<file path="src/rtl/hazard_pkg.sv">
// ----------------------------------------------------------------------------
// hazard_pkg
// Shared types and helpers for the EX-stage forwarding / hazard unit.
//   SEL_ID      : select value meaning "use the ID / register-file operand"
//   DEST_MAX_W  : storage width of a scoreboard destination field; register
//                 addresses narrower than this are zero-extended on entry
//   sb_entry_t  : one in-flight write record {dest, wb_en, mem_read}
//   sel_w()     : width of a per-operand forwarding select for a given depth
// ----------------------------------------------------------------------------
package hazard_pkg;

    localparam int SEL_ID     = 0;
    localparam int DEST_MAX_W = 8;

    typedef struct packed {
        logic [DEST_MAX_W-1:0] dest;
        logic                  wb_en;
        logic                  mem_read;
    } sb_entry_t;

    // Selects encode 0 (ID value) plus one code per tracked stage.
    function automatic int sel_w(input int depth);
        return (depth < 1) ? 1 : $clog2(depth + 1);
    endfunction

endpackage

</file>
<file path="src/rtl/fwd_src_select.sv">
// ----------------------------------------------------------------------------
// fwd_src_select
// Priority match of one EX operand against the in-flight write records.
//   fwd_en      in  : forwarding enabled
//   src         in  : operand register address
//   src_used    in  : operand is actually read
//   sb_dest     in  : destination per entry (entry 0 = MEM, youngest)
//   sb_wb_en    in  : write enable per entry
//   head_load   in  : entry 0 is a load whose data is not yet available
//   sel         out : 0 = ID value, k+1 = forward from entry k
// ----------------------------------------------------------------------------
module fwd_src_select
    import hazard_pkg::*;
#(
    parameter  int REG_W      = 4,
    parameter  int PIPE_DEPTH = 2,
    localparam int SEL_W      = sel_w(PIPE_DEPTH)
) (
    input  logic                                  fwd_en,
    input  logic [REG_W-1:0]                      src,
    input  logic                                  src_used,
    input  logic [PIPE_DEPTH-1:0][DEST_MAX_W-1:0] sb_dest,
    input  logic [PIPE_DEPTH-1:0]                 sb_wb_en,
    input  logic                                  head_load,
    output logic [SEL_W-1:0]                      sel
);

    always_comb begin
        sel = SEL_W'(SEL_ID);
        // Oldest first so the youngest matching entry overwrites.
        for (int k = PIPE_DEPTH - 1; k >= 0; k--) begin
            if (fwd_en && src_used && sb_wb_en[k] &&
                sb_dest[k] == DEST_MAX_W'(src)) begin
                // A load still in MEM has no data yet; falling back to an
                // older match would forward a stale value, so select ID.
                if (k == 0 && head_load)
                    sel = SEL_W'(SEL_ID);
                else
                    sel = SEL_W'(k + 1);
            end
        end
    end

endmodule

</file>
<file path="src/rtl/hazard_forward_scoreboard.sv">
// ----------------------------------------------------------------------------
// hazard_forward_scoreboard
// Tracks in-flight register writes from EX through MEM..WB, drives forwarding
// selects for the EX operands and raises the ID stall on hazards.
//   clk, rst_n      : clock (rising edge), asynchronous active-low reset
//   fwd_en          : 1 = forwarding, 0 = stall-only mode
//   freeze          : whole-pipeline hold; scoreboard keeps its contents
//   ex_dest/ex_wb_en/ex_mem_read : write record of the EX instruction
//   ex_src/ex_src_used           : EX operand addresses / read flags
//   id_src/id_src_used           : ID operand addresses / read flags
//   sel_src         : per-operand select, 0 = ID value, k+1 = entry k
//   stall_id        : hold IF/ID and insert a bubble into EX
// Optional build macro FWD_PERF_CNT_EN adds saturating counters
//   fwd_cycles (cycles with any forwarding) and stall_cycles.
// ----------------------------------------------------------------------------
module hazard_forward_scoreboard
    import hazard_pkg::*;
#(
    parameter  int REG_W      = 4,
    parameter  int NUM_SRC    = 3,
    parameter  int PIPE_DEPTH = 2,
    localparam int SEL_W      = sel_w(PIPE_DEPTH)
) (
    input  logic                     clk,
    input  logic                     rst_n,
    input  logic                     fwd_en,
    input  logic                     freeze,
    input  logic [REG_W-1:0]         ex_dest,
    input  logic                     ex_wb_en,
    input  logic                     ex_mem_read,
    input  logic [NUM_SRC*REG_W-1:0] ex_src,
    input  logic [NUM_SRC-1:0]       ex_src_used,
    input  logic [NUM_SRC*REG_W-1:0] id_src,
    input  logic [NUM_SRC-1:0]       id_src_used,
`ifdef FWD_PERF_CNT_EN
    output logic [31:0]              fwd_cycles,
    output logic [31:0]              stall_cycles,
`endif
    output logic [NUM_SRC*SEL_W-1:0] sel_src,
    output logic                     stall_id
);

    sb_entry_t [PIPE_DEPTH-1:0]            sb_p1;
    logic [PIPE_DEPTH-1:0][DEST_MAX_W-1:0] sb_dest;
    logic [PIPE_DEPTH-1:0]                 sb_wb_en;
    logic                                  unused_tail_load;

    // Stage boundary: EX -> scoreboard (entry 0 = MEM ... entry D-1 = WB)
    always_ff @(posedge clk or negedge rst_n) begin
        if (!rst_n) begin
            sb_p1 <= '0;
        end else if (!freeze) begin
            sb_p1[0] <= '{dest: DEST_MAX_W'(ex_dest), wb_en: ex_wb_en, mem_read: ex_mem_read};
            for (int k = 1; k < PIPE_DEPTH; k++)
                sb_p1[k] <= sb_p1[k-1];
        end
    end

    always_comb begin
        for (int k = 0; k < PIPE_DEPTH; k++) begin
            sb_dest[k]  = sb_p1[k].dest;
            sb_wb_en[k] = sb_p1[k].wb_en;
        end
    end

    // The oldest entry's load flag only matters while it sits in entry 0.
    assign unused_tail_load = sb_p1[PIPE_DEPTH-1].mem_read;

    for (genvar i = 0; i < NUM_SRC; i++) begin : g_src
        fwd_src_select #(
            .REG_W      (REG_W),
            .PIPE_DEPTH (PIPE_DEPTH)
        ) u_sel (
            .fwd_en    (fwd_en),
            .src       (ex_src[i*REG_W +: REG_W]),
            .src_used  (ex_src_used[i]),
            .sb_dest   (sb_dest),
            .sb_wb_en  (sb_wb_en),
            .head_load (sb_p1[0].mem_read),
            .sel       (sel_src[i*SEL_W +: SEL_W])
        );
    end

    // With forwarding only a load in EX blocks its consumer; without it any
    // pending write to a source blocks until it has retired past WB.
    always_comb begin
        stall_id = 1'b0;
        for (int i = 0; i < NUM_SRC; i++) begin
            if (id_src_used[i]) begin
                if (ex_wb_en && ex_dest == id_src[i*REG_W +: REG_W] &&
                    (ex_mem_read || !fwd_en))
                    stall_id = 1'b1;
                if (!fwd_en) begin
                    for (int k = 0; k < PIPE_DEPTH; k++) begin
                        if (sb_p1[k].wb_en &&
                            sb_p1[k].dest == DEST_MAX_W'(id_src[i*REG_W +: REG_W]))
                            stall_id = 1'b1;
                    end
                end
            end
        end
        // The EX inputs are live during reset; keep the stall quiet then.
        if (!rst_n)
            stall_id = 1'b0;
    end

`ifdef FWD_PERF_CNT_EN
    always_ff @(posedge clk or negedge rst_n) begin
        if (!rst_n) begin
            fwd_cycles   <= '0;
            stall_cycles <= '0;
        end else if (!freeze) begin
            if (|sel_src && fwd_cycles != 32'hFFFF_FFFF)
                fwd_cycles <= fwd_cycles + 32'd1;
            if (stall_id && stall_cycles != 32'hFFFF_FFFF)
                stall_cycles <= stall_cycles + 32'd1;
        end
    end
`endif

endmodule

</file>
<file path="config.mk">
export PLATFORM = sky130hd
export DESIGN_NAME = hazard_forward_scoreboard
export DESIGN_NICKNAME = d
export VERILOG_FILES = /design/src/rtl/hazard_pkg.sv /design/src/rtl/fwd_src_select.sv /design/src/rtl/hazard_forward_scoreboard.sv
export SDC_FILE = /design/constraint.sdc
export NUM_CORES = 1
export LEC_CHECK = 0
export ABC_CLOCK_PERIOD_IN_PS = 2160
export CORE_AREA = 2 2 69 71
export DETAILED_ROUTE_END_ITERATION = 6
export DIE_AREA = 0 0 71 73
export PLACE_DENSITY = 0.56
export REMOVE_ABC_BUFFERS = 1
export SKIP_LAST_GASP = 1
export SYNTH_ARGS = -nofsm -noshare
export SYNTH_HDL_FRONTEND = slang
export SYNTH_HIERARCHICAL = 1
export SYNTH_SLANG_ARGS = --single-unit
</file>
<file path="constraint.sdc">
create_clock -name clk -period 2.16 [get_ports clk]
set_input_delay 0.432 -clock clk [delete_from_list [all_inputs] [get_ports clk]]
set_output_delay 0.432 -clock clk [all_outputs]
set_load 0.02 [all_outputs]
</file>
==> parameters.txt, run 1 <==
Parameter                              Value

Run status
  Status    complete, but fails checks
  Failing checks    setup timing

Floorplan
  X dimension of the die    71 um
  Floorplan die height    73 um
  Starting utilization of the core area    28.5%
  Number of ports placed on the die boundary    47
  Floorplan die area    5180 um^2
  # rows    25
  Floorplan core area    4540 um^2

Setup path
  Launching element type of the critical path    input port
  CP arrival    1770 ps
  Critical path start-end classification    in2out
  Critical path data required time    1730 ps
  Category of cells accounting for the largest share of critical-path delay    buffers and inverters
  Number of buffer and inverter instances along the worst setup path    2
  Largest fanout on the critical path    3
  Kind of capture point of the worst setup path    output pin
  Highest-delay cell along the critical path    dlygate4sd2_1
  Cell-by-cell listing of the critical path    dlygate4sd2_1 -> xor2_1 -> nor3_1 -> nand4_1 -> a41oi_2 -> o311a_1 -> buf_4
  Worst path max stage delay    280 ps

Place
  Placement Setup Slack    -713 ps
  Number of buffer cells added on primary ports    46
  Routability congestion estimate from global placement    0.781
  Placed wire-length estimate after detailed placement    3.17 mm
  Cell Count Post-Placement    273

CTS
  Total number of H-tree levels    1
  Deepest clock path buffer count    2
  Clk slew on worst S/H paths    50 ps
  Latest clock arrival within the worst-skew pair    230 ps
  TritonCTS clock tree    built
  Number of buffers inserted during clock tree synthesis    3
  Post-cts hold buffer count    0
  TritonCTS Sinks    11
  Clock root buffer    clkbuf_8

Yosys
  Post-Synthesis Cells    135
  Top cells by area in the synthesized netlist    xor2_1 26%, dfrtp_1 21%, xnor2_1 14%
  Area share of the leading cell type in the synthesized netlist    26.5%
  Unique cell type count in the Yosys netlist    20
  Synth area leader    xor2_1
  Sequential-to-total area share from yosys stat    21.3%
  Area of the mapped netlist    1290 um^2
  Yosys warnings    6
  Flip-flop and latch count after synthesis    11
  Synthesized area per cell    9.56 um^2

Detailed routing
  Drt total wl    3.84 mm
  Post-DR wirelength/cell    13.7 um
  First-pass iteration count of the detailed router    4
  Detailed-route vias per instance    4.55
  DRC violation count after routing    0
  Iter 0 DRT Violations    20
  Number of nets with antenna violations after routing    0
  Number of vias after detailed routing    1273

Timing
  Clock Skew    0.427 ps
  Setup repair after global routing missed its margin    true
  Post-route minimum period    2200 ps
  Number of setup violations in the final report    1
  Final-report max-slew violation count    0
  Minimum setup slack in the final design    -39.5 ps
  Fin crit share    102%
  Maximum achievable frequency    455 MHz
  Worst hold margin    583 ps
  Total count of hold-check failures in the final report    0

Worst hold path
  Hold/Removal Path Class    in2async

Power and ir drop
  Total power divided by cell area    430 nW/um^2
  Leakage component of the power    0.890 nW
  IR Drop Worst-Case VDD    0.294 mV
  Overall power of the completed layout    886 uW

Global route
  Wire length of the first global-routing pass    6.29 mm
  Total routing resource utilization after global routing    15.7%
  Maximum number of pins on one net before global-route repair    12
  Via count of the first global-routing pass    1237
  Overflow after GRT    0
  Antenna violations before repair    0

Cells and area
  Layout cell share with drive strength beyond 1    23.9%
  Most common library cell in the layout ignoring fill and taps    xor2_1
  Count of antenna diodes in the layout    0
  Post-layout net count    267
  Final non-filler cell total    280
  Area growth from synthesis to final layout    59.7%
  Most frequent cells in the layout    39 x xor2_1, 24 x conb_1, 21 x xnor2_1, 21 x buf_4, 21 x clkdlybuf4s50_1

Job
  Max-cap check violation count    0
final cells by class:
| cell class | instances | area (um^2) |
|---|---|---|
| clock buffer | 4 | 45.0 |
| fill | 463 | 2470 |
| multi-input combinational | 146 | 1110 |
| sequential | 11 | 282 |
| tap | 54 | 67.6 |
| timing repair buffer | 65 | 554 |
timing repair:
| action | 4_1_cts | 5_1_grt |
|---|---|---|
| pin swaps | 2 | 3 |
| setup endpoints to repair | 7 | 5 |
| buffers inserted | 0 | 3 |
| cloned | 0 | 0 |
| resized for setup | 50 | 9 |
state kept, by name (all words and copies together), names as in the netlist:
register	cells
sb_dest	8
sb_p1	3
cells in the mapped netlist (all sizes together):
| cell | instances |
|---|---|
| nand4 | 10 |
| nand4b | 3 |
| nand2b | 2 |
| nand2 | 3 |
| xor2 | 39 |
| o211a | 3 |
| a21oi | 1 |
| o311a | 1 |
| xnor2 | 21 |
| conb | 1 |
| nor3b | 3 |
| mux2 | 11 |
| buf | 1 |
| a41oi | 1 |
| and4bb | 3 |
| dfrtp | 11 |
| nor4 | 6 |
| nor3 | 12 |
| nand3 | 3 |
per-layer routing:
layer / wire length (um) / track usage, % / up-vias
met5: 0 / 0 / -
met4: 14 / 2.52 / 0
met3: 251 / 2.07 / 2
met2: 1970 / 28.3 / 38
met1: 1600 / 20.3 / 583
li1: - / - / 650
power by group:
group	total [mW]	switching [mW]	internal, mW
sequential	0.291	0.0573	0.234
combinational	0.390	0.167	0.222
clock	0.205	0.0755	0.129
total	0.886	0.300	0.586
path summary, 6_finish.rpt:
path                                     to  slack, ps        from  depth (start not counted)
worst max-delay path               stall_id        -40   id_src[0]                          7
worst min-delay path             sb_dest[3]        580       rst_n                          2
worst max register to register  sb_dest[11]       1040  sb_dest[3]                          3
worst min register to register   sb_dest[2]        620  sb_dest[2]                          1
max in group asynchronous        sb_dest[8]       1410       rst_n                          2
min in group clk                 sb_dest[2]        620  sb_dest[2]                          1
cell families after synthesis:
kind of cell	synth area share, %
buf+inv	0.387
other cells	0.290
mux	9.59
xor+xnor	40.7
flops	21.3
simple gates	23.5
compound gates	4.17
per-stage QoR:
step                instance area (um^2)  util [%]  setup TNS [ps]
floorplan                           1370         -               0
global route                        2060      45.5            -113
finish                              2060      45.5           -39.5
global placement                    2020      44.6           -3790
detailed placement                  2020      44.6           -3860
CTS                                 2040      45.1           -40.6
Note: power is estimated with default switching activity, not from simulation.
==> run 2: changes to the inputs <==
ABC_CLOCK_PERIOD_IN_PS = unset   (was 2160)
==> results of run 2 <==
No change in the layout: final DEF, timing and power equal those of run 1.
